`config.mk`:
```
export PLATFORM = sky130hd
export DESIGN_NAME = cpu_alu_seq
export DESIGN_NICKNAME = d
export VERILOG_FILES = /design/src/rtl/cpu_alu_seq.sv
export SDC_FILE = /design/constraint.sdc
export NUM_CORES = 1
export LEC_CHECK = 0
export CAP_MARGIN = 5
export CORE_ASPECT_RATIO = 1.4
export CORE_MARGIN = 2
export CORE_UTILIZATION = 45
export CTS_CLUSTER_DIAMETER = 150
export CTS_CLUSTER_SIZE = 16
export DETAILED_ROUTE_END_ITERATION = 8
export GPL_TIMING_DRIVEN = 0
export HOLD_SLACK_MARGIN = 0.02
export PLACE_DENSITY = 0.75
export SLEW_MARGIN = 20
export SYNTH_ARGS = -nofsm -noshare
export SYNTH_HDL_FRONTEND = slang
export SYNTH_SLANG_ARGS = --single-unit
```
`constraint.sdc`:
```
create_clock -name clk -period 7.9 [get_ports clk]
set_input_delay 1.975 -clock clk [delete_from_list [all_inputs] [get_ports clk]]
set_output_delay 1.975 -clock clk [all_outputs]
set_load 0.005 [all_outputs]
```
`src/rtl/cpu_alu_seq.sv`:
```
// -----------------------------------------------------------------------------
// cpu_alu_seq
//   Sequential ALU sitting directly behind the CPU register file. Single-cycle
//   logic/arithmetic ops complete one cycle after they are accepted. MUL and DIV
//   run WIDTH shift-add / restoring shift-subtract steps. All outputs are
//   registered.
//
// Ports
//   clk    in   system clock, all state on rising edge
//   rst_n  in   asynchronous active-low reset
//   rega   in   operand A (register file reg 0 tap)
//   regb   in   operand B (register file reg 1 tap)
//   op     in   opcode, sampled together with start
//   start  in   request, accepted only while the FSM is idle
//   result out  result (low half of product / quotient)
//   hi     out  high half of product / remainder
//   wr_en  out  one-cycle write-back request, coincident with done
//   done   out  one-cycle completion pulse
//   busy   out  high while MUL/DIV is iterating
//   flags  out  {Z,C,N,V}
// -----------------------------------------------------------------------------
module cpu_alu_seq #(
  parameter int WIDTH = 8
) (
  input  logic             clk,
  input  logic             rst_n,
  input  logic [WIDTH-1:0] rega,
  input  logic [WIDTH-1:0] regb,
  input  logic [3:0]       op,
  input  logic             start,
  output logic [WIDTH-1:0] result,
  output logic [WIDTH-1:0] hi,
  output logic             wr_en,
  output logic             done,
  output logic             busy,
  output logic [3:0]       flags
);

  // Iteration counter must hold 0..WIDTH-1.
  localparam int CW = $clog2(WIDTH) + 1;
  localparam logic [CW-1:0]    CNT_LAST = CW'(WIDTH - 1);
  localparam logic [CW-1:0]    CNT_ONE  = {{(CW-1){1'b0}}, 1'b1};
  localparam logic [WIDTH-1:0] ZERO_W   = {WIDTH{1'b0}};
  localparam logic [WIDTH-1:0] ONES_W   = {WIDTH{1'b1}};
  localparam logic [WIDTH-1:0] ONE_W    = {{(WIDTH-1){1'b0}}, 1'b1};

  // FSM encoding
  localparam logic [1:0] ST_IDLE = 2'd0;
  localparam logic [1:0] ST_ITER = 2'd1;
  localparam logic [1:0] ST_DONE = 2'd2;

  // Opcodes
  localparam logic [3:0] OP_ADD = 4'd0;
  localparam logic [3:0] OP_SUB = 4'd1;
  localparam logic [3:0] OP_AND = 4'd2;
  localparam logic [3:0] OP_OR  = 4'd3;
  localparam logic [3:0] OP_XOR = 4'd4;
  localparam logic [3:0] OP_NOT = 4'd5;
  localparam logic [3:0] OP_SHL = 4'd6;
  localparam logic [3:0] OP_SHR = 4'd7;
  localparam logic [3:0] OP_INC = 4'd8;
  localparam logic [3:0] OP_DEC = 4'd9;
  localparam logic [3:0] OP_CMP = 4'd10;
  localparam logic [3:0] OP_MUL = 4'd11;
  localparam logic [3:0] OP_DIV = 4'd12;

  // Flag word layout is {Z,C,N,V}.
  function automatic logic [3:0] pack_flags(input logic z, input logic c,
                                            input logic n, input logic v);
    return {z, c, n, v};
  endfunction

  // Signed overflow of a+b: operands agree in sign, result disagrees.
  function automatic logic add_ovf(input logic [WIDTH-1:0] a, input logic [WIDTH-1:0] b,
                                   input logic [WIDTH-1:0] r);
    return (a[WIDTH-1] == b[WIDTH-1]) && (r[WIDTH-1] != a[WIDTH-1]);
  endfunction

  // Signed overflow of a-b: operands differ in sign, result takes b's sign.
  function automatic logic sub_ovf(input logic [WIDTH-1:0] a, input logic [WIDTH-1:0] b,
                                   input logic [WIDTH-1:0] r);
    return (a[WIDTH-1] != b[WIDTH-1]) && (r[WIDTH-1] != a[WIDTH-1]);
  endfunction

  // State registers
  logic [1:0]       state_q,  state_d;
  logic [WIDTH-1:0] result_q, result_d;
  logic [WIDTH-1:0] hi_q,     hi_d;
  logic [3:0]       flags_q,  flags_d;
  logic             done_q,   done_d;
  logic             wr_en_q,  wr_en_d;
  logic             busy_q,   busy_d;
  logic [CW-1:0]    cnt_q,    cnt_d;
  logic             is_mul_q, is_mul_d;
  logic [WIDTH-1:0] a_q,      a_d;    // multiplicand (MUL)
  logic [WIDTH-1:0] b_q,      b_d;    // divisor (DIV)
  logic [WIDTH-1:0] acc_q,    acc_d;  // upper product half / partial remainder
  logic [WIDTH-1:0] lo_q,     lo_d;   // multiplier -> low product / dividend -> quotient

  // Single-cycle datapath
  logic [WIDTH:0]   sc_sum_s, sc_diff_s, sc_inc_s, sc_dec_s;
  logic [WIDTH-1:0] sc_result_s, sc_hi_s, sc_zn_val_s;
  logic             sc_c_s, sc_v_s, sc_wr_s, sc_load_flags_s;
  logic [3:0]       sc_flags_s;

  // Iterative datapath
  logic [WIDTH:0]   mul_sum_s;
  logic [WIDTH-1:0] mul_acc_s, mul_lo_s;
  logic [WIDTH:0]   div_sh_s;
  logic             div_ge_s;
  logic [WIDTH-1:0] div_acc_s, div_lo_s;
  logic [WIDTH-1:0] step_acc_s, step_lo_s;
  logic [3:0]       iter_flags_s;
  logic             iter_start_s;

  // Single-cycle op results, computed straight from the live operand taps.
  always_comb begin
    sc_sum_s        = {1'b0, rega} + {1'b0, regb};
    sc_diff_s       = {1'b0, rega} - {1'b0, regb};
    sc_inc_s        = {1'b0, rega} + {1'b0, ONE_W};
    sc_dec_s        = {1'b0, rega} - {1'b0, ONE_W};
    sc_result_s     = result_q;
    sc_hi_s         = hi_q;
    sc_zn_val_s     = result_q;
    sc_c_s          = 1'b0;
    sc_v_s          = 1'b0;
    sc_wr_s         = 1'b1;
    sc_load_flags_s = 1'b1;
    case (op)
      OP_ADD: begin
        sc_result_s = sc_sum_s[WIDTH-1:0];
        sc_c_s      = sc_sum_s[WIDTH];
        sc_v_s      = add_ovf(rega, regb, sc_sum_s[WIDTH-1:0]);
      end
      OP_SUB: begin
        sc_result_s = sc_diff_s[WIDTH-1:0];
        sc_c_s      = sc_diff_s[WIDTH];
        sc_v_s      = sub_ovf(rega, regb, sc_diff_s[WIDTH-1:0]);
      end
      OP_AND: sc_result_s = rega & regb;
      OP_OR:  sc_result_s = rega | regb;
      OP_XOR: sc_result_s = rega ^ regb;
      OP_NOT: sc_result_s = ~rega;
      OP_SHL: begin
        sc_result_s = {rega[WIDTH-2:0], 1'b0};
        sc_c_s      = rega[WIDTH-1];
      end
      OP_SHR: begin
        sc_result_s = {1'b0, rega[WIDTH-1:1]};
        sc_c_s      = rega[0];
      end
      OP_INC: begin
        sc_result_s = sc_inc_s[WIDTH-1:0];
        sc_c_s      = sc_inc_s[WIDTH];
        sc_v_s      = add_ovf(rega, ONE_W, sc_inc_s[WIDTH-1:0]);
      end
      OP_DEC: begin
        sc_result_s = sc_dec_s[WIDTH-1:0];
        sc_c_s      = sc_dec_s[WIDTH];
        sc_v_s      = sub_ovf(rega, ONE_W, sc_dec_s[WIDTH-1:0]);
      end
      OP_CMP: begin
        // Flags from A-B; result register is left alone.
        sc_zn_val_s = sc_diff_s[WIDTH-1:0];
        sc_c_s      = sc_diff_s[WIDTH];
        sc_v_s      = sub_ovf(rega, regb, sc_diff_s[WIDTH-1:0]);
        sc_wr_s     = 1'b0;
      end
      OP_DIV: begin
        // Only reached with B==0: saturate quotient, pass dividend as remainder.
        sc_result_s = ONES_W;
        sc_hi_s     = rega;
        sc_v_s      = 1'b1;
      end
      OP_MUL: begin
        // Never completes here; MUL always takes the iterative path.
        sc_result_s = result_q;
      end
      default: begin
        // NOP: pulse done only, everything else holds.
        sc_wr_s         = 1'b0;
        sc_load_flags_s = 1'b0;
      end
    endcase
    if (op == OP_CMP) begin
      sc_zn_val_s = sc_diff_s[WIDTH-1:0];
    end else begin
      sc_zn_val_s = sc_result_s;
    end
    sc_flags_s = pack_flags(sc_zn_val_s == ZERO_W, sc_c_s, sc_zn_val_s[WIDTH-1], sc_v_s);
  end

  // One MUL shift-add step and one DIV restoring shift-subtract step.
  always_comb begin
    if (lo_q[0]) begin
      mul_sum_s = {1'b0, acc_q} + {1'b0, a_q};
    end else begin
      mul_sum_s = {1'b0, acc_q};
    end
    mul_acc_s = mul_sum_s[WIDTH:1];
    mul_lo_s  = {mul_sum_s[0], lo_q[WIDTH-1:1]};

    div_sh_s  = {acc_q, lo_q[WIDTH-1]};
    div_ge_s  = (div_sh_s >= {1'b0, b_q});
    // After a successful subtract the remainder is below b, so the low bits suffice.
    if (div_ge_s) begin
      div_acc_s = div_sh_s[WIDTH-1:0] - b_q;
    end else begin
      div_acc_s = div_sh_s[WIDTH-1:0];
    end
    div_lo_s  = {lo_q[WIDTH-2:0], div_ge_s};

    if (is_mul_q) begin
      step_acc_s   = mul_acc_s;
      step_lo_s    = mul_lo_s;
      iter_flags_s = pack_flags((mul_lo_s == ZERO_W) && (mul_acc_s == ZERO_W),
                                mul_acc_s != ZERO_W, mul_lo_s[WIDTH-1], 1'b0);
    end else begin
      step_acc_s   = div_acc_s;
      step_lo_s    = div_lo_s;
      iter_flags_s = pack_flags(div_lo_s == ZERO_W, 1'b0, div_lo_s[WIDTH-1], 1'b0);
    end
  end

  // A MUL, or a DIV with a non-zero divisor, goes through ITER.
  always_comb begin
    if (op == OP_MUL) begin
      iter_start_s = 1'b1;
    end else if ((op == OP_DIV) && (regb != ZERO_W)) begin
      iter_start_s = 1'b1;
    end else begin
      iter_start_s = 1'b0;
    end
  end

  // FSM next-state and register update logic.
  always_comb begin
    state_d  = state_q;
    result_d = result_q;
    hi_d     = hi_q;
    flags_d  = flags_q;
    done_d   = 1'b0;
    wr_en_d  = 1'b0;
    busy_d   = busy_q;
    cnt_d    = cnt_q;
    is_mul_d = is_mul_q;
    a_d      = a_q;
    b_d      = b_q;
    acc_d    = acc_q;
    lo_d     = lo_q;
    case (state_q)
      ST_IDLE: begin
        if (start && iter_start_s) begin
          state_d  = ST_ITER;
          busy_d   = 1'b1;
          cnt_d    = {CW{1'b0}};
          is_mul_d = (op == OP_MUL);
          a_d      = rega;
          b_d      = regb;
          acc_d    = ZERO_W;
          if (op == OP_MUL) begin
            lo_d = regb;
          end else begin
            lo_d = rega;
          end
        end else if (start) begin
          done_d   = 1'b1;
          wr_en_d  = sc_wr_s;
          result_d = sc_result_s;
          hi_d     = sc_hi_s;
          if (sc_load_flags_s) begin
            flags_d = sc_flags_s;
          end else begin
            flags_d = flags_q;
          end
        end else begin
          state_d = ST_IDLE;
        end
      end
      ST_ITER: begin
        acc_d = step_acc_s;
        lo_d  = step_lo_s;
        if (cnt_q == CNT_LAST) begin
          state_d  = ST_DONE;
          busy_d   = 1'b0;
          done_d   = 1'b1;
          wr_en_d  = 1'b1;
          cnt_d    = {CW{1'b0}};
          result_d = step_lo_s;
          hi_d     = step_acc_s;
          flags_d  = iter_flags_s;
        end else begin
          cnt_d = cnt_q + CNT_ONE;
        end
      end
      ST_DONE: begin
        // start is deliberately ignored for this one cycle.
        state_d = ST_IDLE;
      end
      default: begin
        state_d = ST_IDLE;
        busy_d  = 1'b0;
      end
    endcase
  end

  // State registers; reset aborts any in-flight MUL/DIV without a done pulse.
  always_ff @(posedge clk or negedge rst_n) begin
    if (!rst_n) begin
      state_q  <= ST_IDLE;
      result_q <= {WIDTH{1'b0}};
      hi_q     <= {WIDTH{1'b0}};
      flags_q  <= 4'd0;
      done_q   <= 1'b0;
      wr_en_q  <= 1'b0;
      busy_q   <= 1'b0;
      cnt_q    <= {CW{1'b0}};
      is_mul_q <= 1'b0;
      a_q      <= {WIDTH{1'b0}};
      b_q      <= {WIDTH{1'b0}};
      acc_q    <= {WIDTH{1'b0}};
      lo_q     <= {WIDTH{1'b0}};
    end else begin
      state_q  <= state_d;
      result_q <= result_d;
      hi_q     <= hi_d;
      flags_q  <= flags_d;
      done_q   <= done_d;
      wr_en_q  <= wr_en_d;
      busy_q   <= busy_d;
      cnt_q    <= cnt_d;
      is_mul_q <= is_mul_d;
      a_q      <= a_d;
      b_q      <= b_d;
      acc_q    <= acc_d;
      lo_q     <= lo_d;
    end
  end

  assign result = result_q;
  assign hi     = hi_q;
  assign flags  = flags_q;
  assign done   = done_q;
  assign wr_en  = wr_en_q;
  assign busy   = busy_q;

endmodule

```
# Word-level counts from Yosys, hierarchy flattened
# Index checks and enable logic that the tools add are counted.
[word_totals] ff_bits=62 word_cells=130
[classes] add_sub_neg=7 order_cmp=1 eq_ne=28 mux=49 n_bitwise=6 n_reduce_logical=26
[op_table] cell="two-way mux 8 bit" n=14
[op_table] cell="one-hot mux 8 bit (11 select lines)" n=1
[op_table] cell="one-hot mux 8 bit (2 select lines)" n=4
[op_table] cell="logical NOT 8 bit" n=4
[op_table] cell="two-way mux 4 bit" n=7
[op_table] cell="equality test 4 x 3 -> 1 bit (second input constant)" n=5
[op_table] cell="equality test 4 bit (second input constant)" n=5
[op_table] cell="adder 8 x 8 -> 9 bit" n=2
[op_table] cell="one-hot mux 4 bit (2 select lines)" n=2
[op_table] cell="nonzero test 8 bit" n=2
[op_table] cell="OR reduction 13 bit" n=1
[op_table] cell="inequality test 2 bit (second input constant)" n=6
[op_table] cell="OR reduction 12 bit" n=1
[op_table] cell="two-way mux 1 bit" n=11
[op_table] cell="AND reduction 5 bit" n=2
[op_table] cell="adder 8 x 1 -> 9 bit (second input constant)" n=1
[op_table] cell="greater-or-equal comparator 9 x 8 -> 1 bit" n=1
[op_table] cell="two-way mux 9 bit" n=1
[op_table] cell="subtractor 8 x 1 -> 9 bit (second input constant)" n=1
[op_table] cell="subtractor 8 x 8 -> 9 bit" n=1
[op_table] cell="AND 8 bit" n=1
[op_table] cell="equality test 4 x 2 -> 1 bit (second input constant)" n=2
[op_table] cell="inverter 8 bit" n=1
[op_table] cell="OR 8 bit" n=1
[op_table] cell="24 further kinds" n=40

# Depth between registers and ports, before layout
# Gate-level depths: netlist (run 1).
[depth] depth_word=8 ltp_mapped=12

# Worst setup path after synthesis (run 1)
# OpenSTA, ideal clock, no wires.
[synth_path] path_type="in2reg" from="input port rega[1]" to="register flags_q[1], in the netlist flags[1]" setup_time_ns=0.131 arrival_time_ns=4.058 t_required_ns=7.769 setup_slack_ns=3.711 stages=11 path_buffers=1 path_cell_list="buf_6 or4_4 nor4_1 ha_1 a31oi_1 o21ai_0 a31oi_1 o221ai_1 o32a_1 o211ai_1 a31oi_1"
[synth_between] elab_chain_cells=7
[synth_lines] element="start: declaration" line="27" source="input logic [WIDTH-1:0] rega,"
[synth_lines] element="subtractor 8 x 1 -> 9 bit, or another cell as far along" line="121" source="sc_dec_s = {1'b0, rega} - {1'b0, ONE_W};"
[synth_lines] element="one-hot mux 8 bit (11 select lines)" line="129" source="case (op)"
[synth_lines] element="two-way mux 8 bit (*)" line="185" source="if (op == OP_CMP) begin"
[synth_lines] element="two-way mux 4 bit (*)" line="271" source="if (sc_load_flags_s) begin"
[synth_lines] element="two-way mux 4 bit (*)" line="266" source="end else if (start) begin"
[synth_lines] element="two-way mux 4 bit (*)" line="253" source="if (start && iter_start_s) begin"
[synth_lines] element="one-hot mux 4 bit (2 select lines) (*)" line="251" source="case (state_q)"
[synth_lines] element="end signal: assignment" line="327" source="flags_q <= flags_d;"
[synth_lines] element="end: declaration" line="89" source="logic [3:0] flags_q, flags_d;"
# Mark *: on every way between the ends. The rest lies on a longest branch, timed or not. The select of a mux whose other input is x is not followed.
# A chain may end at the register's enable or synchronous reset.

# Worst setup path after layout (run 1)
[layout_path] from="input port rega[2]" to="register flags_q[3], in the netlist flags[3]"
[layout_between] elab_chain_cells=8
[layout_lines] element="subtractor 8 x 1 -> 9 bit, or another cell as far along" line="121"
[layout_lines] element="one-hot mux 8 bit (11 select lines)" line="129"
[layout_lines] element="two-way mux 8 bit (*)" line="185"
[layout_lines] element="logical NOT 8 bit (*)" line="190" source="sc_flags_s = pack_flags(sc_zn_val_s == ZERO_W, sc_c_s, sc_zn_val_s[WIDTH-1], sc_v_s);"
[layout_lines] element="two-way mux 4 bit (*)" line="271"
[layout_lines] element="two-way mux 4 bit (*)" line="266"
[layout_lines] element="two-way mux 4 bit (*)" line="253"
[layout_lines] element="one-hot mux 4 bit (2 select lines) (*)" line="251"
# Marks and branches as above.

==> results of run 1 <==
[per-layer routing]
metal / wire [µm] / GRT usage
met5: 0 / 0
met4: 2240 / 0.258
met3: 1160 / 0.0340
met2: 11000 / 0.541
met1: 8140 / 0.359
[logic make-up after synthesis]
family,Yosys count,share of synthesized area
AND/OR/NAND/NOR,259,0.211
XOR/XNOR,15,0.0216
AO/OA/AOI/OAI,253,0.283
flip-flops,62,0.255
adder cells (fa/ha/maj),49,0.106
buffers and inverters,90,0.0737
multiplexers,28,0.0507
[power breakdown]
| group | leakage [µW] | switching [µW] | internal (µW) |
|---|---|---|---|
| registers | 0.000763 | 147 | 467 |
| clock network | 0.000159 | 151 | 287 |
| logic | 0.00212 | 808 | 645 |
| total | 0.00304 | 1110 | 1400 |
[worst paths after layout]
check / slack, ps / from / depth (start not counted) / end
max: 2820 / rega[2] / 12 / flags[3]$_DFFE_PN0P_
min: 480 / hi[4]$_DFFE_PN0P_ / 2 / hi[4]$_DFFE_PN0P_
max reg2reg: 4960 / acc_q[6]$_DFFE_PN0P_ / 9 / hi[4]$_DFFE_PN0P_
min reg2reg: 480 / hi[4]$_DFFE_PN0P_ / 2 / hi[4]$_DFFE_PN0P_
max in group asynchronous: 5860 / rst_n / 2 / a_q[3]$_DFFE_PN0P_
min in group asynchronous: 1520 / rst_n / 1 / cnt_q[0]$_DFFE_PN0P_
[cells in the final DEF (no fill, tap or decap), types with 9 or more instances in the layout]
master	synthesis	routed
nor3_1	14	14
nand2b_1	10	10
nor2_1	61	61
nand3_1	19	19
ha_1	45	45
nor2b_1	14	14
dfrtp_1	62	62
buf_2	17	17
mux2_2	13	13
o211ai_1	15	15
clkdlybuf4s50_1	0	43
clkbuf_16	0	9
mux2i_1	14	14
a21o_1	10	10
nand2_1	85	85
clkbuf_1	18	18
a21oi_1	37	37
a211oi_1	10	10
inv_1	39	39
o21ai_0	66	66
xnor2_1	12	12
a31oi_1	17	17
[sequential cells by signal, summed over array words and instances (netlist names), 2 cells and up]
signal   flops
a_q          8
cnt_q        4
flags        4
b_q          8
acc_q        8
state_q      2
hi           8
lo_q         8
result       8
[area by class of cell]
type,instances,area [µm²]
buffer,47,288
clock buffer,10,239
clock inverter,6,93.8
fill,1290,6220
inverter,43,161
multi-input combinational,604,4090
sequential,62,1550
tap,182,228
timing repair buffer,45,458
[worst max-delay path, cell delays in order]
cell	delay [ps]
clkdlybuf4s50_1	530
buf_2	260
inv_1	160
ha_1	360
buf_2	200
a22o_1	240
xnor2_1	440
o32ai_1	260
o32a_1	460
a2111oi_2	220
a31oi_1	130
nor2_1	110
[stage by stage]
stage | util | cell area (µm²)
after detailed placement | 0.509 | 6780
after CTS | 0.534 | 7110
after global placement | 0.507 | 6760
final | 0.534 | 7110
after floorplan | - | 6090
after global routing | 0.534 | 7110
==> metrics.md, run 1 <==
| Metric | Value |
|---|---|
| Routed WL | 22500 µm |
| First-pass GRT wire length | 34900 µm |
| Syn avg cell area | 8.06 µm² |
| Fin crit share | 0.643 |
| RSZ-0062 raised after global routing | false |
| Startpoint types | primary input |
| Hold slack | 481 ps |
| Post-synth top area cell | dfrtp_1 |
| Crit path required time | 8170 ps |
| Drt pass-1 iters | 5 |
| Max Buffers Root-to-Sink | 2 |
| Final worst slack | 2820 ps |
| Pwr dens | 352 nW/µm² |
| Nets | 884 |
| Initial antenna violation count | 0 |
| Post-Syn Instances | 756 |
| Clock slew at reported path FFs | 60 ps |
| Worst-skew pair later-pin latency | 340 ps |
| Clock skew | 9.90 ps |
| F_max | 197 MHz |
| Slew HR | 0.303 |
| Number of flops mapped to enable cells by yosys | 0 |
| Drt via density | 6.28 |
| Setup TNS | 0 ps |
| N_diodes | 0 |
| Detailed-route wire length per cell | 22.5 µm |
| Netlist cell types | 92 |
| Asr flop ratio synth | 1.00 |
| Total Routing Usage GR | 0.321 |
| Power Total | 2500 µW |
| Arr. time, crit path | 5350 ps |
| Finished Layout Cells | 999 |
| Dpl hpwl | 17800 µm |
| Status | finished clean |
| Sequential fraction of the synthesis area | 0.255 |
| # DRC | 0 |
| Antenna-violating nets left | 0 |
| Final Hold Fails | 0 |
| Max VDD drop | 0.155 mV |
| Synth area leaders | dfrtp_1, ha_1, o21ai_0 |
| Postcts setup bufs | 0 |
| Root buffer cell | clkbuf_16 |
| Dpl cells | 983 |
| Initial core utilization | 0.457 |
| I/O Buffers | 44 |
| Max-slew violation count | 0 |
| Die ar. | 14500 µm² |
| Most common cell in the synthesized netlist | nand2_1 |
| Kind of end point of the critical path | flip-flop |
| Place WS | 2570 ps |
| Die Wd | 102 µm |
| Commonest cells post-synth | nand2_1, o21ai_0, dfrtp_1, nor2_1, ha_1 |
| Core area | 13300 µm² |
| Final worst path period need | 5080 ps |
| Net Count, Synth | 828 |
| Total gr overflow | 0 |
| TritonCTS buffer count | 9 |
| Cell Rows | 50 |
| Final GP Congestion | 1.02 |
| Crit Path Max Fanout | 10 |
| P&R area growth vs syn | 16.7% |
| H-tree levels | 3 |
| I/O pins | 46 |
| Clock sinks | 62 |
| Max Cap Violations | 0 |
| DR vias | 6274 |
| Count of final setup violators | 0 |
| Ys Warns | 0 |
| CTS tree | done |
| Synth Register Bits | 62 |
| Ys flop type | dfrtp_1 |
| Vias in the first global route | 6273 |
| Number of DRC markers in iteration 0 | 520 |
| Layout cell share with drive strength beyond 1 | 0.111 |
| Crit path kind | in2reg |
| Leakage power | 0.00304 µW |
| Mapped cell area | 6090 µm² |
| Hold buffer count at CTS | 0 |
| Min-Delay Path Class | reg2reg |
| Worst slew pin tran | 1040 ps |
| Largest net degree at the start of global routing | 42 |
| Die H | 142 µm |
| Post-CTS resize count | 0 |
| Share of the synthesized area in the top cell type | 0.255 |
No activity file was read; power rests on OpenSTA's default activity.
==> inputs of run 2 (changes only) <==
Settings changed: PLACE_DENSITY 0.75 to 0.77.
Clock period 7.9 ns to 4.5 ns, I/O delays scaled along.
==> run 2 against run 1 <==
Against the previous run:
- sequential power up 73%
- register-to-register slack worse by 3400 ps
- critical path depth unchanged
- worst hold slack worse by 6.7 ps
- final cell count unchanged
- largest cell class unchanged
- highest routed layer unchanged
==> metrics.md, run 2 (synthesis gave the netlist of run 1 again) <==
| Metric | Value |
|---|---|
| Net Sw Frac | 0.445 (+0.00303) |
| Place WS | -92.4 ps (-2670 ps) |
| Psw | 1920 µW (+74%) |
| # DRC | 0 (unchanged) |
| Pwr dens | 609 nW/µm² (+73%) |
| Finished Cell Area | 7090 µm² (-0.32%) |
| Most frequent cells in the layout | nand2_1, o21ai_0, dfrtp_1 |
| Drt pass-1 iters | 5 (unchanged) |
| RSZ-0062 raised after global routing | false |
| Kind of end point of the critical path | flip-flop |
| Startpoint types | primary input |
| Leakage power | 0.00302 µW (-0.49%) |
| Layout cell share with drive strength beyond 1 | 0.113 (+0.00122) |
| Root buffer cell | clkbuf_16 |
| Cell Rows | 50 (unchanged) |
| DR vias | 6377 (+1.6%) |
| Detailed-route wire length per cell | 21.8 µm (-3.4%) |
| Die ar. | 14500 µm² (unchanged) |
| Drt via density | 6.38 (+1.6%) |
| Antenna-violating nets left | 0 (unchanged) |
| Slew HR | 0.479 (+0.176) |
| Pint | 2400 µW (+71%) |
| Sequential Power Share | 0.246 (about the same) |
| Filler cells | 1248 (-3.3%) |
| Clk network pwr share | 0.167 (-0.008) |
| Clock slew at reported path FFs | 60 ps (about the same) |
| Clock sinks | 62 (unchanged) |
| Count of final setup violators | 0 (unchanged) |
| CP max-delay cell | clkdlybuf4s50_1 |
| Largest net degree at the start of global routing | 45 (+7.1%) |
| Worst slew pin tran | 779 ps (-257 ps) |
| Max Buffers Root-to-Sink | 2 (unchanged) |
| Arr. time, crit path | 4400 ps (-950 ps) |
| N_diodes | 0 (unchanged) |
| Fin crit share | 0.931 |
| Clock skew | 13.8 ps (+3.86 ps) |
| Max-slew violation count | 0 (unchanged) |
| First-pass GRT wire length | 34000 µm (-2.4%) |
| Dpl hpwl | 16600 µm (-6.4%) |
| Area after DPL | 6780 µm² (unchanged) |
| Final Hold Fails | 0 (unchanged) |
| Crit path required time | 4710 ps (-3460 ps) |
| CP Cell Sequence | clkdlybuf4s50_1 > buf_6 > inv_1 > ha_1 > or2_1 > a221oi_2 > a21oi_1 > a21oi_1 > o221ai_1 > o32a_1 > o211ai_1 > a31oi_1 |
| Commonest non-fill, non-tap cell in the layout | nand2_1 |
| Total gr overflow | 0 (unchanged) |
| Initial core utilization | 0.457 (unchanged) |
| Crit Path Max Fanout | 9 (-1) |
| Total Routing Usage GR | 0.310 (-0.0110) |
| Logic pwr share | 0.586 (+0.006) |
| Nets | 884 (unchanged) |
| Worst-skew pair later-pin latency | 340 ps (about the same) |
| Final worst path period need | 4190 ps |
| H-tree levels | 3 (unchanged) |
| Core area | 13300 µm² (unchanged) |
| Max incr delay on CP | 600 ps (+70 ps) |
| Crit path kind | in2reg |
| Final worst slack | 312 ps (-2510 ps) |
| CP delay by family, top | compound AO/OA/AOI/OAI gates |
| Vias in the first global route | 6372 (+1.6%) |
| Die H | 142 µm (unchanged) |
| P&R area growth vs syn | 16.4% |
| Number of DRC markers in iteration 0 | 494 (-5.0%) |
| TritonCTS buffer count | 9 (unchanged) |
| Crit-path most repeated cell | a21oi_1 |
| F_max | 239 MHz |
| Status | finished clean |
| I/O pins | 46 (unchanged) |
| I/O Buffers | 44 (unchanged) |
| Initial antenna violation count | 0 (unchanged) |
| Final GP Congestion | 1.08 (+5.1%) |
| CTS tree | done |
| Min-Delay Path Class | reg2reg |
| Hold buffer count at CTS | 0 (unchanged) |
| CP bufs+invs | 3 (-1) |
| Routed WL | 21700 µm (-3.4%) |
| Max Cap Violations | 0 (unchanged) |
| Max VDD drop | 0.240 mV (+55%) |
| Die Wd | 102 µm (unchanged) |
[run 2: cell count changes in the layout (fill, tap and decap cells not counted)]
| cell | delta |
|---|---|
| bufinv_16 | -1 |
| clkbuf_1 | -1 |
| clkinvlp_4 | +2 |
| clkbuf_2 | +1 |
| clkinv_4 | -1 |
[run 2: what timing repair did]
item | in CTS | in global routing
setup endpoints to repair | 0 | 1
resized for setup | 0 | 2
setup buffers | 0 | 0
[run 2: power by group through the flow]
| stage | Clock, µW | Sequential, µW | Combinational (µW) |
|---|---|---|---|
| after floorplan | 0 | 995 | 1730 |
| after global placement | 0 | 1060 | 2410 |
| after detailed placement | 0 | 1070 | 2460 |
| after CTS | 721 | 1060 | 2480 |
| after global routing | 746 | 1090 | 2770 |
| final | 723 | 1060 | 2530 |
[run 2: layout make-up]
| cell class | instances | area (µm²) | area share |
|---|---|---|---|
| multi-input cells | 604 | 4090 | 0.577 |
| flip-flops and latches | 62 | 1550 | 0.219 |
| repair buffers | 45 | 458 | 0.0646 |
| plain buffers | 47 | 289 | 0.0408 |
| clock buffers | 10 | 239 | 0.0337 |
| well taps | 182 | 228 | 0.0321 |
| inverters | 43 | 161 | 0.0228 |
| clock inverters | 6 | 70.1 | 0.00989 |
[run 2: path summary, 6_finish.rpt]
kind / startpoint / endpoint / slack (ps) / cells past startpoint
hold / removal: cnt_q[3]$_DFFE_PN0P_ / cnt_q[3]$_DFFE_PN0P_ / 470 / 1
min in group asynchronous: rst_n / flags[2]$_DFFE_PN0P_ / 650 / 1
max in group asynchronous: rst_n / acc_q[0]$_DFFE_PN0P_ / 3320 / 2
setup reg to reg: acc_q[3]$_DFFE_PN0P_ / hi[4]$_DFFE_PN0P_ / 1530 / 10
hold reg to reg: cnt_q[3]$_DFFE_PN0P_ / cnt_q[3]$_DFFE_PN0P_ / 470 / 1
setup / recovery: rega[1] / flags[1]$_DFFE_PN0P_ / 310 / 12
[run 2: metrics by stage]
stage	power, µW	utilization	cells	hold slack, ps	setup TNS (ps)
after CTS	4260	0.532	999	478	0
after floorplan	2730	-	756	436	0
after global routing	4610	0.532	999	502	0
after global placement	3470	0.507	982	461	-54.3
final	4320	0.532	999	474	0
after detailed placement	3530	0.509	983	463	-92.4
[run 2: layer usage]
metal / vias to the layer above / GRT usage / part of all wire
met1: 3006 / 0.356 / 0.36
met2: 364 / 0.521 / 0.49
met3: 108 / 0.0429 / 0.078
met4: 0 / 0.218 / 0.080
li1: 2899 / - / -
met5: - / 0 / 0
[run 2: worst reg2reg max path, stage by stage (launching register included)]
cell and delay (ps):
dfrtp_1 470, ha_1 380, and3_1 250, o21ai_0 190, a21oi_1 190, nor3_2 260
buf_6 190, mux2_2 340, o211ai_1 210, a21boi_0 290, o21ai_1 80
